File: src/rtl/udp_session_pkg.sv
// Shared types for the UDP session sequencer: ACK codes, FSM states and the
// 15-bit sequence-number arithmetic (0 is reserved, so 0x7FFF wraps to 1).
package udp_session_pkg;

    localparam int SEQ_W = 15;
    localparam logic [SEQ_W-1:0] SEQ_MAX = {SEQ_W{1'b1}};

    typedef enum logic [1:0] {
        ACK_START = 2'd0,
        ACK_SEQ   = 2'd1,
        NACK      = 2'd2,
        ACK_STOP  = 2'd3
    } ack_type_e;

    typedef enum logic {
        IDLE   = 1'b0,
        ACTIVE = 1'b1
    } state_e;

    function automatic logic [SEQ_W-1:0] nextSeq(input logic [SEQ_W-1:0] s);
        return (s == SEQ_MAX) ? SEQ_W'(1) : s + SEQ_W'(1);
    endfunction

    // Inverse of nextSeq, used to recognise a repeat of the last accepted packet.
    function automatic logic [SEQ_W-1:0] prevSeq(input logic [SEQ_W-1:0] s);
        return (s == SEQ_W'(1)) ? SEQ_MAX : s - SEQ_W'(1);
    endfunction

endpackage

File: src/rtl/udp_session_ctrl_if.sv
// ACK/NACK request channel from the session sequencer to the TX path.
interface udp_session_ctrl_if;
    import udp_session_pkg::*;

    logic             ackvalid;
    logic             ackready;
    logic [1:0]       acktype;
    logic [SEQ_W-1:0] ackseq;

    modport master (output ackvalid, output acktype, output ackseq, input ackready);
    modport slave  (input ackvalid, input acktype, input ackseq, output ackready);

endinterface

File: src/rtl/udp_session_ctrl_ack_slot.sv
// One-entry registered holding slot for ACK/NACK requests. A push into a full,
// unaccepted slot is dropped and flagged; a push on the accept cycle replaces it.
module ack_slot
    import udp_session_pkg::*;
(
    input  logic             clock,
    input  logic             reset,
    input  logic             push,
    input  ack_type_e        pushType,
    input  logic [SEQ_W-1:0] pushSeq,
    output logic             overflow,
    udp_session_ctrl_if.master ack
);

    logic accepted;

    assign accepted = ack.ackvalid && ack.ackready;
    assign overflow = push && ack.ackvalid && !accepted;

    always_ff @(posedge clock) begin
        if (reset) begin
            ack.ackvalid <= 1'b0;
            ack.acktype  <= 2'd0;
            ack.ackseq   <= '0;
        end else if (push && !overflow) begin
            ack.ackvalid <= 1'b1;
            ack.acktype  <= pushType;
            ack.ackseq   <= pushSeq;
        end else if (accepted) begin
            ack.ackvalid <= 1'b0;
        end
    end

endmodule

File: src/rtl/udp_session_ctrl.sv
// Session sequencer: tracks IDLE/ACTIVE, the expected sequence number, the idle
// timeout with bounded retries, and saturating statistics; ACKs go via ack_slot.
module udp_session_ctrl
    import udp_session_pkg::*;
#(
    parameter int TIMEOUT_CYCLES = 50000,
    parameter int MAX_RETRY      = 3,
    parameter int CNT_W          = 16
) (
    input  logic             clock,
    input  logic             reset,
    input  logic             startvalid,
    input  logic             stopvalid,
    input  logic             sequencevalid,
    input  logic [SEQ_W-1:0] sequenceno,
    input  logic             checksummatch,
    udp_session_ctrl_if.master ack,
    output logic             seqaccept,
    output logic [SEQ_W-1:0] seqacceptno,
    output logic             sessionactive,
    output logic             sessionabort,
    output logic [CNT_W-1:0] rxcount,
    output logic [CNT_W-1:0] errcount
);

    localparam int TMR_W = $clog2(TIMEOUT_CYCLES + 1);
    localparam int RTY_W = $clog2(MAX_RETRY + 1);
    localparam logic [TMR_W-1:0] TMR_LAST = TMR_W'(TIMEOUT_CYCLES - 1);
    localparam logic [RTY_W-1:0] RTY_MAX  = RTY_W'(MAX_RETRY);

    state_e           state, stateNext;
    logic [SEQ_W-1:0] expectedSeq, expectedNext;
    logic [TMR_W-1:0] timer, timerNext;
    logic [RTY_W-1:0] retry, retryNext;

    logic             anyStrobe;
    logic             startSession;
    logic             push;
    ack_type_e        pushType;
    logic [SEQ_W-1:0] pushSeq;
    logic             overflow;
    logic             acceptNext;
    logic [SEQ_W-1:0] acceptNoNext;
    logic             abortNext;
    logic             badCsum;
    logic             gapErr;
    logic [1:0]       errInc;
    logic [CNT_W:0]   errSum;

    assign anyStrobe     = startvalid || stopvalid || sequencevalid;
    assign sessionactive = (state == ACTIVE);

    always_comb begin
        stateNext    = state;
        expectedNext = expectedSeq;
        timerNext    = timer;
        retryNext    = retry;
        startSession = 1'b0;
        push         = 1'b0;
        pushType     = ACK_SEQ;
        pushSeq      = '0;
        acceptNext   = 1'b0;
        acceptNoNext = '0;
        abortNext    = 1'b0;
        badCsum      = 1'b0;
        gapErr       = 1'b0;

        if (state == IDLE) begin
            if (startvalid) begin
                if (checksummatch) startSession = 1'b1;
                else               badCsum      = 1'b1;
            end
        end else if (anyStrobe && !checksummatch) begin
            // A bad strobe still suppresses the timeout; the timer holds at its last count.
            badCsum = 1'b1;
            if (timer != TMR_LAST) timerNext = timer + TMR_W'(1);
        end else if (startvalid) begin
            startSession = 1'b1;
        end else if (stopvalid) begin
            push      = 1'b1;
            pushType  = ACK_STOP;
            pushSeq   = expectedSeq - SEQ_W'(1);
            stateNext = IDLE;
            timerNext = '0;
            retryNext = '0;
        end else if (sequencevalid) begin
            timerNext = '0;
            retryNext = '0;
            push      = 1'b1;
            if (sequenceno == expectedSeq) begin
                acceptNext   = 1'b1;
                acceptNoNext = sequenceno;
                expectedNext = nextSeq(expectedSeq);
                pushSeq      = sequenceno;
            end else if (sequenceno == prevSeq(expectedSeq)) begin
                pushSeq = sequenceno;
            end else begin
                pushType = NACK;
                pushSeq  = expectedSeq;
                gapErr   = 1'b1;
            end
        end else if (timer == TMR_LAST) begin
            timerNext = '0;
            if (retry == RTY_MAX) begin
                abortNext = 1'b1;
                stateNext = IDLE;
                retryNext = '0;
            end else begin
                push      = 1'b1;
                pushType  = NACK;
                pushSeq   = expectedSeq;
                retryNext = retry + RTY_W'(1);
            end
        end else begin
            timerNext = timer + TMR_W'(1);
        end

        if (startSession) begin
            stateNext    = ACTIVE;
            expectedNext = SEQ_W'(1);
            timerNext    = '0;
            retryNext    = '0;
            push         = 1'b1;
            pushType     = ACK_START;
            pushSeq      = '0;
        end
    end

    // A gap NACK that also overflows the slot counts as two errors.
    assign errInc = {1'b0, badCsum} + {1'b0, gapErr} + {1'b0, overflow};
    assign errSum = {1'b0, errcount} + {{(CNT_W-1){1'b0}}, errInc};

    always_ff @(posedge clock) begin
        if (reset) begin
            state       <= IDLE;
            expectedSeq <= SEQ_W'(1);
            timer       <= '0;
            retry       <= '0;
            seqaccept   <= 1'b0;
            seqacceptno <= '0;
            sessionabort <= 1'b0;
            rxcount     <= '0;
            errcount    <= '0;
        end else begin
            state        <= stateNext;
            expectedSeq  <= expectedNext;
            timer        <= timerNext;
            retry        <= retryNext;
            seqaccept    <= acceptNext;
            seqacceptno  <= acceptNoNext;
            sessionabort <= abortNext;
            if (acceptNext && (rxcount != {CNT_W{1'b1}})) rxcount <= rxcount + CNT_W'(1);
            errcount <= errSum[CNT_W] ? {CNT_W{1'b1}} : errSum[CNT_W-1:0];
        end
    end

    ack_slot u_ack_slot (
        .clock    (clock),
        .reset    (reset),
        .push     (push),
        .pushType (pushType),
        .pushSeq  (pushSeq),
        .overflow (overflow),
        .ack      (ack)
    );

endmodule

File: src/flat_wrapper.sv
// flat-port wrapper written by rule: the top's interface ports become plain ports
module udp_session_ctrl_flat import udp_session_pkg::*;
#(
    parameter int TIMEOUT_CYCLES = 50000,
    parameter int MAX_RETRY      = 3,
    parameter int CNT_W          = 16
)
  (clock, reset, startvalid, stopvalid, sequencevalid, sequenceno, checksummatch, seqaccept, seqacceptno, sessionactive, sessionabort, rxcount, errcount, ack_ackvalid, ack_acktype, ack_ackseq, ack_ackready);
  udp_session_ctrl_if ack_i ();
  input  logic clock;
  input  logic reset;
  input  logic startvalid;
  input  logic stopvalid;
  input  logic sequencevalid;
  input  logic [SEQ_W-1:0] sequenceno;
  input  logic checksummatch;
  output logic seqaccept;
  output logic [SEQ_W-1:0] seqacceptno;
  output logic sessionactive;
  output logic sessionabort;
  output logic [CNT_W-1:0] rxcount;
  output logic [CNT_W-1:0] errcount;
  output wire logic [$bits(ack_i.ackvalid)-1:0] ack_ackvalid;
  output wire logic [$bits(ack_i.acktype)-1:0] ack_acktype;
  output wire logic [$bits(ack_i.ackseq)-1:0] ack_ackseq;
  input wire logic [$bits(ack_i.ackready)-1:0] ack_ackready;
  assign ack_ackvalid = ack_i.ackvalid;
  assign ack_acktype = ack_i.acktype;
  assign ack_ackseq = ack_i.ackseq;
  assign ack_i.ackready = ack_ackready;
  udp_session_ctrl #(.TIMEOUT_CYCLES(TIMEOUT_CYCLES), .MAX_RETRY(MAX_RETRY), .CNT_W(CNT_W)) u_core (.clock(clock), .reset(reset), .startvalid(startvalid), .stopvalid(stopvalid), .sequencevalid(sequencevalid), .sequenceno(sequenceno), .checksummatch(checksummatch), .ack(ack_i), .seqaccept(seqaccept), .seqacceptno(seqacceptno), .sessionactive(sessionactive), .sessionabort(sessionabort), .rxcount(rxcount), .errcount(errcount));
endmodule
File: config.mk
export PLATFORM = sky130hd
export DESIGN_NAME = udp_session_ctrl_flat
export DESIGN_NICKNAME = d
export VERILOG_FILES = /design/src/rtl/udp_session_pkg.sv /design/src/rtl/udp_session_ctrl_if.sv /design/src/rtl/udp_session_ctrl_ack_slot.sv /design/src/rtl/udp_session_ctrl.sv /design/src/flat_wrapper.sv
export SDC_FILE = /design/constraint.sdc
export NUM_CORES = 1
export LEC_CHECK = 0
export CAP_MARGIN = 15
export CORE_UTILIZATION = 55
export CTS_BUF_LIST = sky130_fd_sc_hd__clkbuf_4
export DETAILED_ROUTE_END_ITERATION = 8
export GPL_TIMING_DRIVEN = 0
export PLACE_DENSITY_LB_ADDON = 0.12
export REMOVE_ABC_BUFFERS = 1
export SYNTH_ARGS = -nofsm -noshare
export SYNTH_HDL_FRONTEND = slang
export SYNTH_SLANG_ARGS = --single-unit
File: constraint.sdc
create_clock -name clock -period 6.2 [get_ports clock]
set_input_delay 1.24 -clock clock [delete_from_list [all_inputs] [get_ports clock]]
set_output_delay 1.24 -clock clock [all_outputs]
set_load 0.01 [all_outputs]
==> results.md <==
Synthesis:
- The number of cells produced by synthesis is just under 800.
- The top cell type by area accounts for about a third of the synthesized area.
- The count of flip-flops with a built-in enable after synthesis is 0.
- The number of unique standard cell types used by synthesis is 77.
- The number of storage elements in the synthesis netlist is 101.
- The total of warnings raised by yosys is 0.
- The share of async-settable or async-resettable flops after synthesis is 0%.
- The synthesized netlist occupies a cell area of 6130 sq um.
- The prevailing post-synth register cell is dfxtp_1.
- The cell taking the most area after synthesis is dfxtp_1.
- After synthesis, the cell types taking the most area are dfxtp_1, xor2_1, nand2_1, a21oi_1, xnor2_1.
- The post-synthesis sequential area ratio is around 33%.
- The synthesized area per cell is 7.89 sq um.

Global routing:
- Entering global routing, the biggest net connects 35 pins.
- The initial antenna violation count is 1.
- The aggregate global-route resource usage is 30.2%.
- The first-pass GRT wire length is about 27 mm.
- The overflow left after global routing is 0.
- The number of global-route vias before repair is 5651.

Clock tree:
- Counting the buffers created by CTS gives 9.
- Clock latency on the worst-skew pair, taken at its later pin, is 0.51 ns.
- The deepest clock path buffer count is 2.
- The CTS tree is built.
- The clock transition at the registers of the reported paths is between 0.15 and 0.2 ns.
- The number of sinks on the clock net is roughly 100.
- The H-tree generated during clock tree synthesis spans 3 levels.
- Buffers inserted to repair hold after CTS numbered 0.
- The root buffer selected by CTS is clkbuf_4.

STA:
- The worst hold slack is roughly 0.47 ns.
- The max-slew violation count was 0.
- Across the routed clock network, the largest skew measured is 0.0273 ns.
- Setup repair after global routing left no endpoint under its margin.
- For the final routed database, the setup TNS stands at 0 ns.
- In this run the tightest slew margin relative to its limit is 22.9%.
- For the finished layout, the period the worst path requires is ~5.7 ns.
- The hold violation total from the final report is 0.
- At the pin with the least slew margin, the transition time is ~1.2 ns.
- In the finished design, the share of the clock period the worst path needs comes to between 90% and 100%.
- The count of final setup violators is 0.
- Timing would allow up to 0.174 GHz.

Critical path:
- Traced cell by cell, the critical path runs through inv_1 -> ha_1 -> or3b_1 -> or3_1 -> xnor2_1 -> or4_4 -> a31oi_4 -> nand4_4 -> nand2_1 -> nor2_1 -> fa_1 -> ha_1 -> fa_1 -> and4_1 -> nand4_1 -> nor2_1 -> nand3_1 -> nor3b_1 -> nor3_1.
- The required time of the critical path is between 6 and 7 ns.
- The worst setup path is launched from a flop.
- STA classifies the critical path endpoint as a flop.
- The arrival time at the worst endpoint is 6.14 ns.
- Along the worst path, the maximum fanout reaches 15.
- The worst reg-to-reg path cell count is 19.
- The master of the slowest instance on the critical path is or3b_1.
- The category of the most critical setup path is flop to flop.
- The maximum single-stage delay on the critical path is 0.54 ns.

Drt:
- The count of vias placed by the detailed router is 5992.
- The ratio of routed vias to standard cells is 6.19.
- In this run, the number of DRC markers left after iteration 0 of detailed routing was 493.
- Summed over all layers, the routed wires come to 17.0 mm.
- After detailed routing, the number of remaining DRC violations is 0.
- The first TritonRoute pass finished after 5 iterations.
- In the final routed layout, each cell accounts on average for about 18 um.
- The remaining antenna violation count after routing is 0.

Floorplan:
- From bottom edge to top edge, the die measures 108 um.
- The starting density of the core is ~57%.
- The initialized floorplan defines 38 standard-cell rows.
- 90 I/O pins were placed.
- The floorplan step defined a die boundary enclosing between 10000 and 15000 sq um.
- The region available for standard cell placement spans 10800 sq um.
- The die width is 108 um.

Cells and area:
- In the final layout, the multi-input gates occupy 3820 sq um.
- The library cell used most frequently in the layout, excluding fill and tap cells, is dfxtp_1.
- The final layout net count is 856.
- The post-route netlist has under 10% of its cells at a drive strength greater than 1.
- After filler insertion, the fill cell instance count of the layout stands at 977.
- The register area is between 2000 and 2500 sq um.
- The library cells used most frequently in the layout, excluding fill and tap cells, are dfxtp_1, clkdlybuf4s50_1, nand2_1.
- Relative to the synthesized area, the layout overhead comes to 16.5%.

Power and ir drop:
- Summed over all cells, the static leakage comes to 0.00257 uW.
- The power per unit of standard cell area is 150 nW/um^2.
- IR analysis of the VDD net gives a maximum drop of between 0.0001 and 0.00015 V.

Placed design:
- The placer congestion estimate is 0.928.
- The count of buffers added on input and output ports is approximately 90.
- The HPWL after detailed placement is 11.9 mm.

Hold path:
- The min-delay analysis places its worst path in the category flop to flop.
- The hold-critical path depth is 2.

Flow run:
- Max-cap violations in this run came to 0.

Outcome:
- The run finished with clean final reports.
## final cells by class
cell class	instances	area share, %
Multi-Input combinational cell	601	53.5
Sequential cell	101	28.3
Clock buffer	9	0.947
Tap cell	140	2.45
Timing Repair Buffer	95	13.4
Antenna cell	1	0.0351
Inverter	16	0.841
Clock inverter	5	0.543
## what timing repair did
| action | 4_1_cts | 5_1_grt |
|---|---|---|
| endpoints found under the setup margin | 0 | 15 |
| resized for setup | 0 | 1 |
| setup buffers | 0 | 3 |
## registers in the layout, summed over array words and instances (netlist names), 2 cells and up
signal	flops
u_core.errcount	16
u_core.expectedSeq	15
u_core.retry	2
u_core.rxcount	16
u_core.seqacceptno	15
u_core.timer	16
u_core.u_ack_slot.ack.ackseq	15
u_core.u_ack_slot.ack.acktype	2
## cells in the mapped netlist (all sizes together) (13+ instances only)
library cell and instances:
xnor2 32, or3 13, nand3 40, dfxtp 101, buf 14, nand4 19, nor2 74, clkbuf 46
a21oi 58, nand2 83, xor2 38, and3 28, nor4 18, nor3 22, o21ai 27, inv 16
## metal layers
layer,GRT usage (%),part of all wire [%],vias to the layer above
met1,37.0,43,2841
li1,-,-,2887
met5,0,0,-
met3,7.51,7.0,44
met2,49.8,47,220
met4,13.8,2.9,0
## stage by stage
step,setup slack (ns),utilization [%],cells,instance area [sq um],power [uW]
5_1_grt,0.0842,65.8,968,7140,1120
3_3_place_gp,0.0298,64.1,946,6940,771
2_1_floorplan,1.16,-,717,5880,719
4_1_cts,0.0929,65.4,962,7080,1080
6_report,0.458,65.8,968,7140,1070
3_5_place_dp,0.0216,64.4,948,6980,776
## worst max-delay path, delay by kind of cell, from the launching register on
family / cells / cell delay, ns
AND/OR/NAND/NOR: 12 / 3.13
flip-flops: 1 / 0.52
AO/OA/AOI/OAI: 1 / 0.29
buffers and inverters: 1 / 0.19
XOR/XNOR: 1 / 0.18
adder cells (fa/ha/maj): 4 / 1.30
## cell families (layout without fill, tap and decap cells)
| logic type | count (synthesis) | after routing | share of synthesized area (%) |
|---|---|---|---|
| AOI/OAI and AO/OA | 160 | 160 | 17.3 |
| xor gates and xnor gates | 71 | 71 | 10.4 |
| adders and majority gates | 10 | 10 | 2.29 |
| buffers and inverters | 76 | 125 | 5.08 |
| DFF | 101 | 101 | 33.0 |
| muxes | 10 | 10 | 1.69 |
| other | 0 | 1 | 0 |
| and+or+nand+nor | 349 | 350 | 30.3 |
## power breakdown
| part | switching [uW] | internal (uW) | total (uW) |
|---|---|---|---|
| Clock | 227 | 80.8 | 308 |
| Combinational | 66.2 | 42.2 | 108 |
| Sequential | 3.94 | 653 | 657 |
| Total | 297 | 776 | 1070 |
## worst paths after layout
check                             start             endpoint  slack, ns
setup / recovery  u_core.expectedSeq[0]  u_core.errcount[14]       0.46
setup reg to reg  u_core.expectedSeq[0]  u_core.errcount[14]       0.46
hold / removal          u_core.retry[1]      u_core.retry[1]       0.47
hold reg to reg         u_core.retry[1]      u_core.retry[1]       0.47
(Power assumes the default switching activity.)
